`src/rtl/proc_mem_loader.sv`:
```
// Boot-time program loader: streams words into data memory, reads them back to
// verify an additive checksum, and holds the processor in reset until verify passes.
module proc_mem_loader #(
  parameter logic [31:0] BASE_ADDR = 32'h0000_0200,
  parameter int unsigned MAX_WORDS = 32'd1024
) (
  input  logic        clk,
  input  logic        rst,
  input  logic        start,
  input  logic [15:0] len,
  input  logic        in_val,
  output logic        in_rdy,
  input  logic [31:0] in_data,
  output logic        ext_dmemreq_val,
  output logic        ext_dmemreq_type,
  output logic [31:0] ext_dmemreq_addr,
  output logic [31:0] ext_dmemreq_wdata,
  input  logic [31:0] ext_dmemresp_rdata,
  output logic        proc_rst,
  output logic        busy,
  output logic        done,
  output logic        err
);

  typedef enum logic [2:0] {
    S_IDLE   = 3'd0,
    S_WRITE  = 3'd1,
    S_VERIFY = 3'd2,
    S_RUN    = 3'd3,
    S_ERROR  = 3'd4
  } state_t;

  state_t      state_r, state_s;
  logic [15:0] cnt_r, cnt_s;
  logic [15:0] len_r, len_s;
  logic [31:0] wsum_r, wsum_s;
  logic [31:0] rsum_r, rsum_s;
  logic        last_s;

  function automatic logic len_ok(input logic [15:0] l);
    len_ok = (l != 16'd0) && ({16'd0, l} <= MAX_WORDS);
  endfunction

  assign last_s = (cnt_r == (len_r - 16'd1));

  // Next-state, counter and checksum update
  always_comb begin
    state_s = state_r;
    cnt_s   = cnt_r;
    len_s   = len_r;
    wsum_s  = wsum_r;
    rsum_s  = rsum_r;
    case (state_r)
      S_IDLE, S_RUN, S_ERROR: begin
        if (start) begin
          if (len_ok(len)) begin
            len_s   = len;
            cnt_s   = 16'd0;
            wsum_s  = 32'd0;
            rsum_s  = 32'd0;
            state_s = S_WRITE;
          end else begin
            state_s = S_ERROR;
          end
        end else begin
          state_s = state_r;
        end
      end
      S_WRITE: begin
        if (in_val) begin
          wsum_s = wsum_r + in_data;
          if (last_s) begin
            cnt_s   = 16'd0;
            state_s = S_VERIFY;
          end else begin
            cnt_s = cnt_r + 16'd1;
          end
        end else begin
          cnt_s = cnt_r;
        end
      end
      S_VERIFY: begin
        rsum_s = rsum_r + ext_dmemresp_rdata;
        if (last_s) begin
          cnt_s   = 16'd0;
          state_s = (rsum_s == wsum_r) ? S_RUN : S_ERROR;
        end else begin
          cnt_s = cnt_r + 16'd1;
        end
      end
      default: begin
        state_s = S_IDLE;
      end
    endcase
  end

  // State and datapath registers
  always_ff @(posedge clk or posedge rst) begin
    if (rst) begin
      state_r <= S_IDLE;
      cnt_r   <= 16'd0;
      len_r   <= 16'd0;
      wsum_r  <= 32'd0;
      rsum_r  <= 32'd0;
    end else begin
      state_r <= state_s;
      cnt_r   <= cnt_s;
      len_r   <= len_s;
      wsum_r  <= wsum_s;
      rsum_r  <= rsum_s;
    end
  end

  assign ext_dmemreq_addr = BASE_ADDR + {14'd0, cnt_r, 2'b00};

  // Moore state decode; write request/data pass the stream through in WRITE
  always_comb begin
    in_rdy            = 1'b0;
    ext_dmemreq_val   = 1'b0;
    ext_dmemreq_type  = 1'b0;
    ext_dmemreq_wdata = 32'd0;
    proc_rst          = 1'b1;
    busy              = 1'b0;
    done              = 1'b0;
    err               = 1'b0;
    case (state_r)
      S_WRITE: begin
        in_rdy            = 1'b1;
        ext_dmemreq_val   = in_val;
        ext_dmemreq_type  = 1'b1;
        ext_dmemreq_wdata = in_data;
        busy              = 1'b1;
      end
      S_VERIFY: begin
        ext_dmemreq_val = 1'b1;
        busy            = 1'b1;
      end
      S_RUN: begin
        proc_rst = 1'b0;
        done     = 1'b1;
      end
      S_ERROR: begin
        err = 1'b1;
      end
      default: begin
        proc_rst = 1'b1;
      end
    endcase
  end

endmodule
```
`config.mk`:
```
export PLATFORM = sky130hd
export DESIGN_NAME = proc_mem_loader
export DESIGN_NICKNAME = d
export VERILOG_FILES = /design/src/rtl/proc_mem_loader.sv
export SDC_FILE = /design/constraint.sdc
export NUM_CORES = 1
export LEC_CHECK = 0
export CORE_UTILIZATION = 35
export CTS_CLUSTER_DIAMETER = 100
export CTS_CLUSTER_SIZE = 40
export DETAILED_ROUTE_END_ITERATION = 12
export GPL_ROUTABILITY_DRIVEN = 0
export PLACE_DENSITY_LB_ADDON = 0.08
export SLEW_MARGIN = 20
export SYNTH_ARGS = -nofsm -noshare
export SYNTH_HDL_FRONTEND = slang
export SYNTH_SLANG_ARGS = --single-unit
```
`constraint.sdc`:
```
create_clock -name clk -period 3 [get_ports clk]
set_input_delay 0.45 -clock clk [delete_from_list [all_inputs] [get_ports clk]]
set_output_delay 0.45 -clock clk [all_outputs]
set_load 0.01 [all_outputs]
```
==> results.txt, run 1 <==
- Ant. Diodes: 0
- Power spread over the standard cell area amounts to 410.4 nW/µm².
* Buffer depth of the longest clock path: 2
* Main combinational cell family by area after synthesis: simple AND/OR/NAND/NOR gates
* Flip-flop and latch count after synthesis: 99
- Placed instance area: 13220 µm²
- The net count of the finished layout is 1694.
* Synth area leader: sky130_fd_sc_hd__dfrtp_1
- The checks that failed: setup timing.
- After layout, the minimum clock period comes to 3.368 ns.
* Buffers and inverters on the worst path: 3
- The flow ran to the end, but the final reports show violations.
- Highest ir drop seen on vdd: 0.0002800 V
* Number of buffer cells added on primary ports: 139
- Critical path start-end classification: in2reg
* Final worst clock skew: 0.01466 ns
- For this run, design rule violations remaining after detail routing come to 0.
- Synthesis produced 1146 cells.
- Post-CTS Hold Fix Bufs: 0
- Critical-path maximum fanout: 4
- Summing all non-filler instances in the final layout gives an area of around 14000 µm².
- The largest individual stage delay along the critical path comes from the cell sky130_fd_sc_hd__clkdlybuf4s50_1.
* Remaining antenna violation count after routing: 0
* Req. time, crit path: 3.25 ns
* Overall track demand over capacity in global routing: 0.2271
- The die is 165.2 µm wide.
- CTS placed an instance of sky130_fd_sc_hd__clkbuf_16 at the clock tree root.
- Leak Pwr: around 6.6 nW
* Max transition margin: 0.5313
* Sequential share of the synthesized area: 0.2658
- Simple-Gate Fraction of Synth Area: 0.2305
* Netlist Area Pre-Place: 9320 µm²
- Hold timing on the final database bottoms out at a slack of 0.4987 ns.
* Cell repeated most along the worst path: sky130_fd_sc_hd__buf_4
- Category of the worst setup path launch point: input port
- STA puts the critical path data arrival time at 3.62 ns.
- The complex-gate fraction of the synthesized area is 0.2249.
- Relative to the synthesized area, the layout overhead comes to 54.85%.
- In the finished design, the share of the clock period the worst path needs comes to 1.123.
- The tightest min-delay check is of the in2async type.
- Highest achievable clock rate: 0.2969 GHz
* Final Worst Setup Slack: -0.3684 ns
- Effective utilization at floorplan: 0.3577
* Adder-cell share of the synthesized area: 0.09156
* CTS sink count: 99
* Prevailing post-synth register cell: sky130_fd_sc_hd__dfrtp_1
- Each instance of the synthesized netlist takes up on average 8.133 µm².
- For this run, asynchronously set or reset flops after synthesis account for 1.000.
- CP Cell Sequence: clkdlybuf4s50_1 -> ha_1 -> buf_4 -> buf_4 -> or2_2 -> a21oi_1 -> a31oi_1 -> o31a_1 -> a311o_1 -> a21oi_2 -> xnor3_1 -> nor4_4 -> nand4b_1 -> a31o_1
- Die outline height: 165.2 µm
- Synth warn: 0
- Of the cells placed in the final design, the portion with a size suffix greater than 1 is 0.3088.
- The number of global-route vias before repair came to 9410.
- The floorplan step defined a die boundary enclosing 27290 µm².
* CTS HTree Levels: 3
* Pins over their slew limit: 0
- Setup crit end kind: flip-flop
- Setup TNS after final layout: -0.9711 ns
* Clock buffers created by TritonCTS: 9
* Initial antenna violation count: 0
- Of the post-synthesis cell area, the dominant cell type holds 0.2658.
- Most area-consuming cells after synthesis: sky130_fd_sc_hd__dfrtp_1 (27%), sky130_fd_sc_hd__ha_1 (8.7%), sky130_fd_sc_hd__nand2_1 (5.7%)
- Drt initial violations: 507
- MaxCap Viol Count: 0
- Core box area: 26060 µm²
- Fraction of synthesized cell area in xor and xnor cells: 0.1193
- 1st-pass router iterations: 5
* Total congestion overflow: 0
- The portion of synthesized area spent on multiplexers is 0.01584.
- Post-detailed-placement half-perimeter wirelength: around 24 mm
* IO Pins: 155
* Number of flops mapped to enable cells by yosys: 0
- Final hold vios: 0
- Detailed-route wire length per cell: 16.19 µm
* Row count: a little under 60
- Setup-violating endpoint count in the final report: 8
- Worst skew pair latency: 0.37 ns
- For this run, the slowest stage of the critical path takes about 0.45 ns.
- TritonCTS built the clock tree.
* Detailed-route via count: 9729
- Pin slew with the least headroom to its limit: 0.7030 ns
- Overall power consumption: 5.924 mW
- Post-placement worst setup slack: -1.140 ns
- Setup repair after global routing missed its margin: yes
* Pin count of the biggest net entering global routing: 100
- Grouping stages by cell kind, the critical path spends the most delay in compound AO/OA/AOI/OAI gates.
- Routed wire length: roughly 30 mm
- Routed vias/inst: 5.167
* Cell variety after synth: 83
- Clock-pin slew was measured on the worst setup and hold paths at 0.07 ns.
* Most common library cells after synthesis: sky130_fd_sc_hd__nand2_1 (142), sky130_fd_sc_hd__dfrtp_1 (99), sky130_fd_sc_hd__o21ai_0 (98)
* Wire length of the first global-routing pass: between 40 and 50 mm
- sky130_fd_sc_hd__nand2_1 is the most common cell in the netlist.
[kinds of logic after synthesis]
| group | after synthesis |
|---|---|
| buf+inv | 104 |
| compound gates | 326 |
| fa+ha+maj | 67 |
| mux | 14 |
| simple gates | 424 |
| other cells | 1 |
| xor+xnor | 111 |
| flops | 99 |
[flip-flops by register name, indices dropped and copies added (netlist names)]
name	cells
state_r	3
len_r	16
cnt_r	16
wsum_r	32
rsum_r	32
[layer usage]
metal / vias to the layer above / share of wire / global-route usage
li1: 4903 / - / -
met1: 4616 / 0.47 / 0.3115
met2: 182 / 0.48 / 0.3775
met3: 28 / 0.036 / 0.02597
met4: 0 / 0.016 / 0.05713
met5: - / 0 / 0
[placed cells by master, fill, tap and decap left out, types with 6 or more instances in the layout]
cell type                         Yosys  routed
sky130_fd_sc_hd__mux2_2               6       6
sky130_fd_sc_hd__mux2i_1              8       7
sky130_fd_sc_hd__or2_2                6       6
sky130_fd_sc_hd__o211ai_1             8       8
sky130_fd_sc_hd__a31oi_1             15      12
sky130_fd_sc_hd__ha_1                65      43
sky130_fd_sc_hd__nor2_4               0       7
sky130_fd_sc_hd__nor3_1              27      24
sky130_fd_sc_hd__a211oi_1            13       7
sky130_fd_sc_hd__conb_1               1      15
sky130_fd_sc_hd__a21o_1              20      20
sky130_fd_sc_hd__or3_1                8       7
sky130_fd_sc_hd__xnor2_1             47      42
sky130_fd_sc_hd__nand2b_1            18      18
sky130_fd_sc_hd__clkbuf_16            0       9
sky130_fd_sc_hd__o21a_1              11      11
sky130_fd_sc_hd__ha_4                 0      18
sky130_fd_sc_hd__nor2b_1             20      16
sky130_fd_sc_hd__nor4_1               8       6
sky130_fd_sc_hd__buf_12               0       7
sky130_fd_sc_hd__clkdlybuf4s50_1      0     126
sky130_fd_sc_hd__a21oi_1             65      50
sky130_fd_sc_hd__dfrtp_1             99      99
sky130_fd_sc_hd__a21oi_2              1      12
sky130_fd_sc_hd__and3_1              19      17
sky130_fd_sc_hd__xor2_1              54      53
sky130_fd_sc_hd__xnor3_1              8       8
sky130_fd_sc_hd__o21ai_1              3      22
sky130_fd_sc_hd__buf_6                0       8
sky130_fd_sc_hd__dlygate4sd2_1        0       7
sky130_fd_sc_hd__o22ai_1             28      27
sky130_fd_sc_hd__dlymetal6s2s_1       0       6
sky130_fd_sc_hd__nand2_1            142     140
sky130_fd_sc_hd__and2_1              37      37
sky130_fd_sc_hd__nand3_1             26      24
sky130_fd_sc_hd__o21ai_0             98      73
sky130_fd_sc_hd__buf_4               23     300
sky130_fd_sc_hd__nand4_1             14      14
sky130_fd_sc_hd__inv_1               22      17
sky130_fd_sc_hd__nor2_1              67      55
[what timing repair did]
action	in CTS	in global routing
setup buffers	7	12
pin swaps	52	70
resized for setup	67	118
setup endpoints to repair	32	62
cloned	0	0
[power by group]
part,leakage [nW],internal [mW],switching [mW]
clock network,0.146,0.678,0.579
logic,5.21,1.66,1.47
registers,1.25,1.45,0.0886
total,6.61,3.78,2.14
[worst paths after layout]
kind	to	from	cells after the start	slack [ns]
max in group asynchronous	cnt_r[14]$_DFFE_PP0P_	rst	3	1.89
min in group clk	rsum_r[31]$_DFFE_PP0P_	rsum_r[31]$_DFFE_PP0P_	1	0.50
hold / removal	rsum_r[28]$_DFFE_PP0P_	rst	3	0.50
hold reg to reg	rsum_r[31]$_DFFE_PP0P_	rsum_r[31]$_DFFE_PP0P_	1	0.50
setup / recovery	state_r[2]$_DFFE_PP0P_	ext_dmemresp_rdata[10]	14	-0.37
setup reg to reg	state_r[2]$_DFFE_PP0P_	rsum_r[0]$_DFFE_PP0P_	14	-0.36
[worst register-to-register path: cells and delay by family (launching register included)]
kind	cells	cell delay (ns)
AO/OA/AOI/OAI	6	1.61
XOR/XNOR	1	0.26
adder cells (fa/ha/maj)	2	0.38
buffers and inverters	2	0.17
flip-flops	1	0.41
AND/OR/NAND/NOR	3	0.40
[stage by stage]
step / utilization / instances
2_1_floorplan: - / 1160
3_3_place_gp: 0.5072 / 1848
3_5_place_dp: 0.5072 / 1848
4_1_cts: 0.5310 / 1871
5_1_grt: 0.5538 / 1883
6_report: 0.5538 / 1883
[final cells by class]
| cell class | instances | area (µm²) |
|---|---|---|
| Clock inverter | 6 | 71.32 |
| Tap cell | 335 | 419.2 |
| Inverter | 22 | 86.33 |
| Sequential cell | 99 | 2477 |
| Multi-Input combinational cell | 957 | 7259 |
| Fill cell | 2473 | 11630 |
| Timing Repair Buffer | 454 | 3880 |
| Clock buffer | 10 | 239.0 |
Note: power is estimated with default switching activity, not from simulation.
==> inputs of run 2 (changes only) <==
--- a/config.mk
+++ b/config.mk
@@ -5,13 +5,12 @@
 export SDC_FILE = /design/constraint.sdc
 export NUM_CORES = 1
 export LEC_CHECK = 0
-export CORE_UTILIZATION = 35
+export CORE_UTILIZATION = 30
 export CTS_CLUSTER_DIAMETER = 100
 export CTS_CLUSTER_SIZE = 40
 export DETAILED_ROUTE_END_ITERATION = 12
 export GPL_ROUTABILITY_DRIVEN = 0
 export PLACE_DENSITY_LB_ADDON = 0.08
-export SLEW_MARGIN = 20
 export SYNTH_ARGS = -nofsm -noshare
 export SYNTH_HDL_FRONTEND = slang
 export SYNTH_SLANG_ARGS = --single-unit
==> run 2 against run 1 <==
  * The flow still finishes with violations (setup timing)
  * Non-clock buffer count is 5 higher
  * Worst setup slack better by 0.0047 ns
  * Largest cell class unchanged
  * Hold slack improved by 0.011 ns
==> results.txt, run 2 (synthesis gave the netlist of run 1 again) <==
- The data required time of the worst path came to 3.25 ns (about the same).
- Setup repair after global routing could not meet its margin everywhere.
- The worst setup path is of the in2reg kind.
- Pins over their slew limit: 0 (unchanged)
* Most frequent cells in the layout: sky130_fd_sc_hd__buf_4 (308), sky130_fd_sc_hd__nand2_1 (139), sky130_fd_sc_hd__clkdlybuf4s50_1 (126)
- Along the worst hold path, the cell count comes to 1.
* Setup TNS after final layout: -0.9037 ns (+0.06735 ns)
- Pin slew with the least headroom to its limit: 0.6087 ns (-0.09428 ns)
- The number of port buffers was 139 (unchanged).
- The peak ir drop on the vdd network was 0.0002321 V (-17%).
* Setup crit end kind: flip-flop
* Syn-to-layout area delta: 54.92% (about the same)
- The startpoint identified for the worst hold timing path is rsum_r[31]$_DFFE_PP0P_.
- Global route hottest layer: met2
- The storage element area is 2479 µm² (about the same).
- The worst setup path is launched from an input port.
- TritonCTS built the clock tree.
- The row count is 64 (+8.5%).
* Worst R2R Start: rsum_r[0]$_DFFE_PP0P_
- The first-pass GRT wire length is 50.15 mm (+3.9%).
- The largest registers in the layout are rsum_r: 32 flops, wsum_r: 32 flops.
- The number of cells on the worst reg-to-reg path was 14 (unchanged).
* # fillers: 3011 (+22%)
- The post-route minimum period was 3.364 ns (-0.004700 ns).
- Global-route track usage on met1: 0.2752 (-0.03621)
* Highest achievable clock rate: 0.2973 GHz (+0.14%)
* Pin count of the biggest net entering global routing: 100 (unchanged)
- Ant. Diodes: 0 (unchanged)
- The number of setup violations in the final report is 3 (-5).
- Routed vias/inst: 4.957 (-4.1%)
- Die boundary width: 178.3 µm (+7.9%)
- The vertical die dimension came to 178.3 µm (+7.9%).
- The worst clock skew came to 0.01195 ns (-0.002703 ns).
- 1st-pass router iterations: 5 (unchanged)
* Area used by multi-input combinational logic: 7153 µm² (-1.5%)
- Worst hold path endpoint: rsum_r[31]$_DFFE_PP0P_
* Clock buffers created by TritonCTS: 9 (unchanged)
- Minimum setup slack among reg-to-reg paths: -0.36 ns (about the same)
- Detailed-route wire length per cell: 16.26 µm (+0.40%)
- Failing checks: setup timing
- Drt initial violations: 392 (-23%)
* IO Pins: 155 (unchanged)
- The reported leakage power came to 6.599 nW (-0.15%).
- Post-detailed-placement half-perimeter wirelength: 24.83 mm (+4.6%)
- Most common library cell in the layout ignoring fill and taps: sky130_fd_sc_hd__buf_4
- The number of violations of the max-capacitance limit was 0 (unchanged).
- Detailed-route via count: 9662 (-0.69%)
- The floorplan die area came to 31780 µm² (+16%).
- In this run the critical register-to-register path is captured at state_r[2]$_DFFE_PP0P_.
* Critical-path maximum fanout: 3 (-1)
* Fraction of layout instances using a drive strength above 1: 0.3039 (-0.004858)
- The remaining global-route overflow came to 0 (unchanged).
* Classification of the worst-slack hold path: reg2reg
- The final non-filler cell total was 1949 (+3.5%).
* Met3 usage: 0.01407 (-0.01191)
- The met2 usage in global routing came to 0.3418 (-0.03576).
- The effective utilization at floorplan was 0.3047 (-0.05297).
* Data arrival time of the critical path: 3.61 ns (about the same)
- Overall track demand over capacity in global routing: 0.2020 (-0.02518)
* Buffer depth of the longest clock path: 2 (unchanged)
* Remaining design rule violation count: 0 (unchanged)
- Vias in the first global route: 9525 (+1.2%)
- Overall power consumption: 5.890 mW (-0.56%)
- Routed wire length: 31.69 mm (+3.9%)
- Core box area: 30590 µm² (+17%)
- PD cells: 408.0 nW/µm² (-0.61%)
* Clk pin slew, worst setup/hold paths: 0.08 ns (about the same)
- The worst-case headroom to the max-slew limit was 0.5942 (+0.06285).
- Fin nets: 1699 (+0.30%)
- Final Worst Setup Slack: -0.3637 ns (+0.004700 ns)
- The antenna violation net count after detailed routing was 0 (unchanged).
* CTS sink count: 99 (unchanged)
* CTS HTree Levels: 3 (unchanged)
- The initial antenna violation count is 0 (unchanged).
- Worst hold slack: 0.5101 ns (+0.01138 ns)
- In this run the clock root is driven by a sky130_fd_sc_hd__clkbuf_16.
- The share of the core filled with cells is 0.4720 (-0.08183).
- The ratio of final minimum period to clock period came to 1.121 (-0.001567).
- The count of endpoints failing hold in the final timing report was 0 (unchanged).
- Cell count after placement: 1904 (+3.0%)
- The run finished, with violations left.
- The later-pin clock latency in the skew report came to 0.37 ns (about the same).
-- run 2: worst max-delay path, stage by stage --
cell                              delay, ns
sky130_fd_sc_hd__clkdlybuf4s50_1       0.43
sky130_fd_sc_hd__ha_2                  0.20
sky130_fd_sc_hd__or3_1                 0.39
sky130_fd_sc_hd__o211a_4               0.26
sky130_fd_sc_hd__o31a_1                0.33
sky130_fd_sc_hd__buf_4                 0.16
sky130_fd_sc_hd__a311o_1               0.28
sky130_fd_sc_hd__a21oi_2               0.18
sky130_fd_sc_hd__xnor3_1               0.28
sky130_fd_sc_hd__nor4_4                0.28
sky130_fd_sc_hd__nand4b_1              0.15
sky130_fd_sc_hd__a31o_1                0.23
-- run 2: area by class of cell --
type                    count  area share
clock buffers              10     0.01655
clock inverters             6    0.005199
inverters                  22    0.005979
multi-input cells         957      0.4954
flip-flops and latches     99      0.1717
well taps                 396     0.03432
repair buffers            459      0.2709
-- run 2: what timing repair did --
item,in CTS,in global routing
hold buffers,0,0
setup buffers,10,19
resized for setup,71,93
setup endpoints to repair,33,33
cloned,0,0
pin swaps,46,63
-- run 2: metal layers --
metal | part of all wire | wire [µm]
met2 | 0.47 | 14900
met3 | 0.028 | 892
met1 | 0.48 | 15220
met4 | 0.021 | 671
met5 | 0 | 0
-- run 2: metrics by stage --
step | instance area, µm² | setup slack, ns
after floorplan | 9505 | -0.1021
after global placement | 13260 | -1.049
after detailed placement | 13260 | -1.068
after CTS | 13900 | -0.3495
after global routing | 14440 | -0.5350
final | 14440 | -0.3637
-- run 2: report_power, final --
group          switching [mW]  internal [mW]  total, mW
registers              0.0905           1.45       1.54
clock network           0.611          0.687       1.30
logic                    1.44           1.61       3.06
total                    2.14           3.75       5.89
-- run 2: worst max path at each step --
stage | startpoint | endpoint | slack [ns] | cells past startpoint
4_1_cts | rsum_r[0]$_DFFE_PP0P_ | state_r[2]$_DFFE_PP0P_ | -0.35 | 13
6_report | ext_dmemresp_rdata[6] | state_r[2]$_DFFE_PP0P_ | -0.36 | 12
2_1_floorplan | ext_dmemresp_rdata[0] | state_r[2]$_DFFE_PP0P_ | -0.10 | 13
3_3_place_gp | ext_dmemresp_rdata[0] | state_r[2]$_DFFE_PP0P_ | -1.05 | 14
5_1_grt | rsum_r[0]$_DFFE_PP0P_ | state_r[2]$_DFFE_PP0P_ | -0.54 | 14
3_5_place_dp | ext_dmemresp_rdata[0] | state_r[2]$_DFFE_PP0P_ | -1.07 | 14
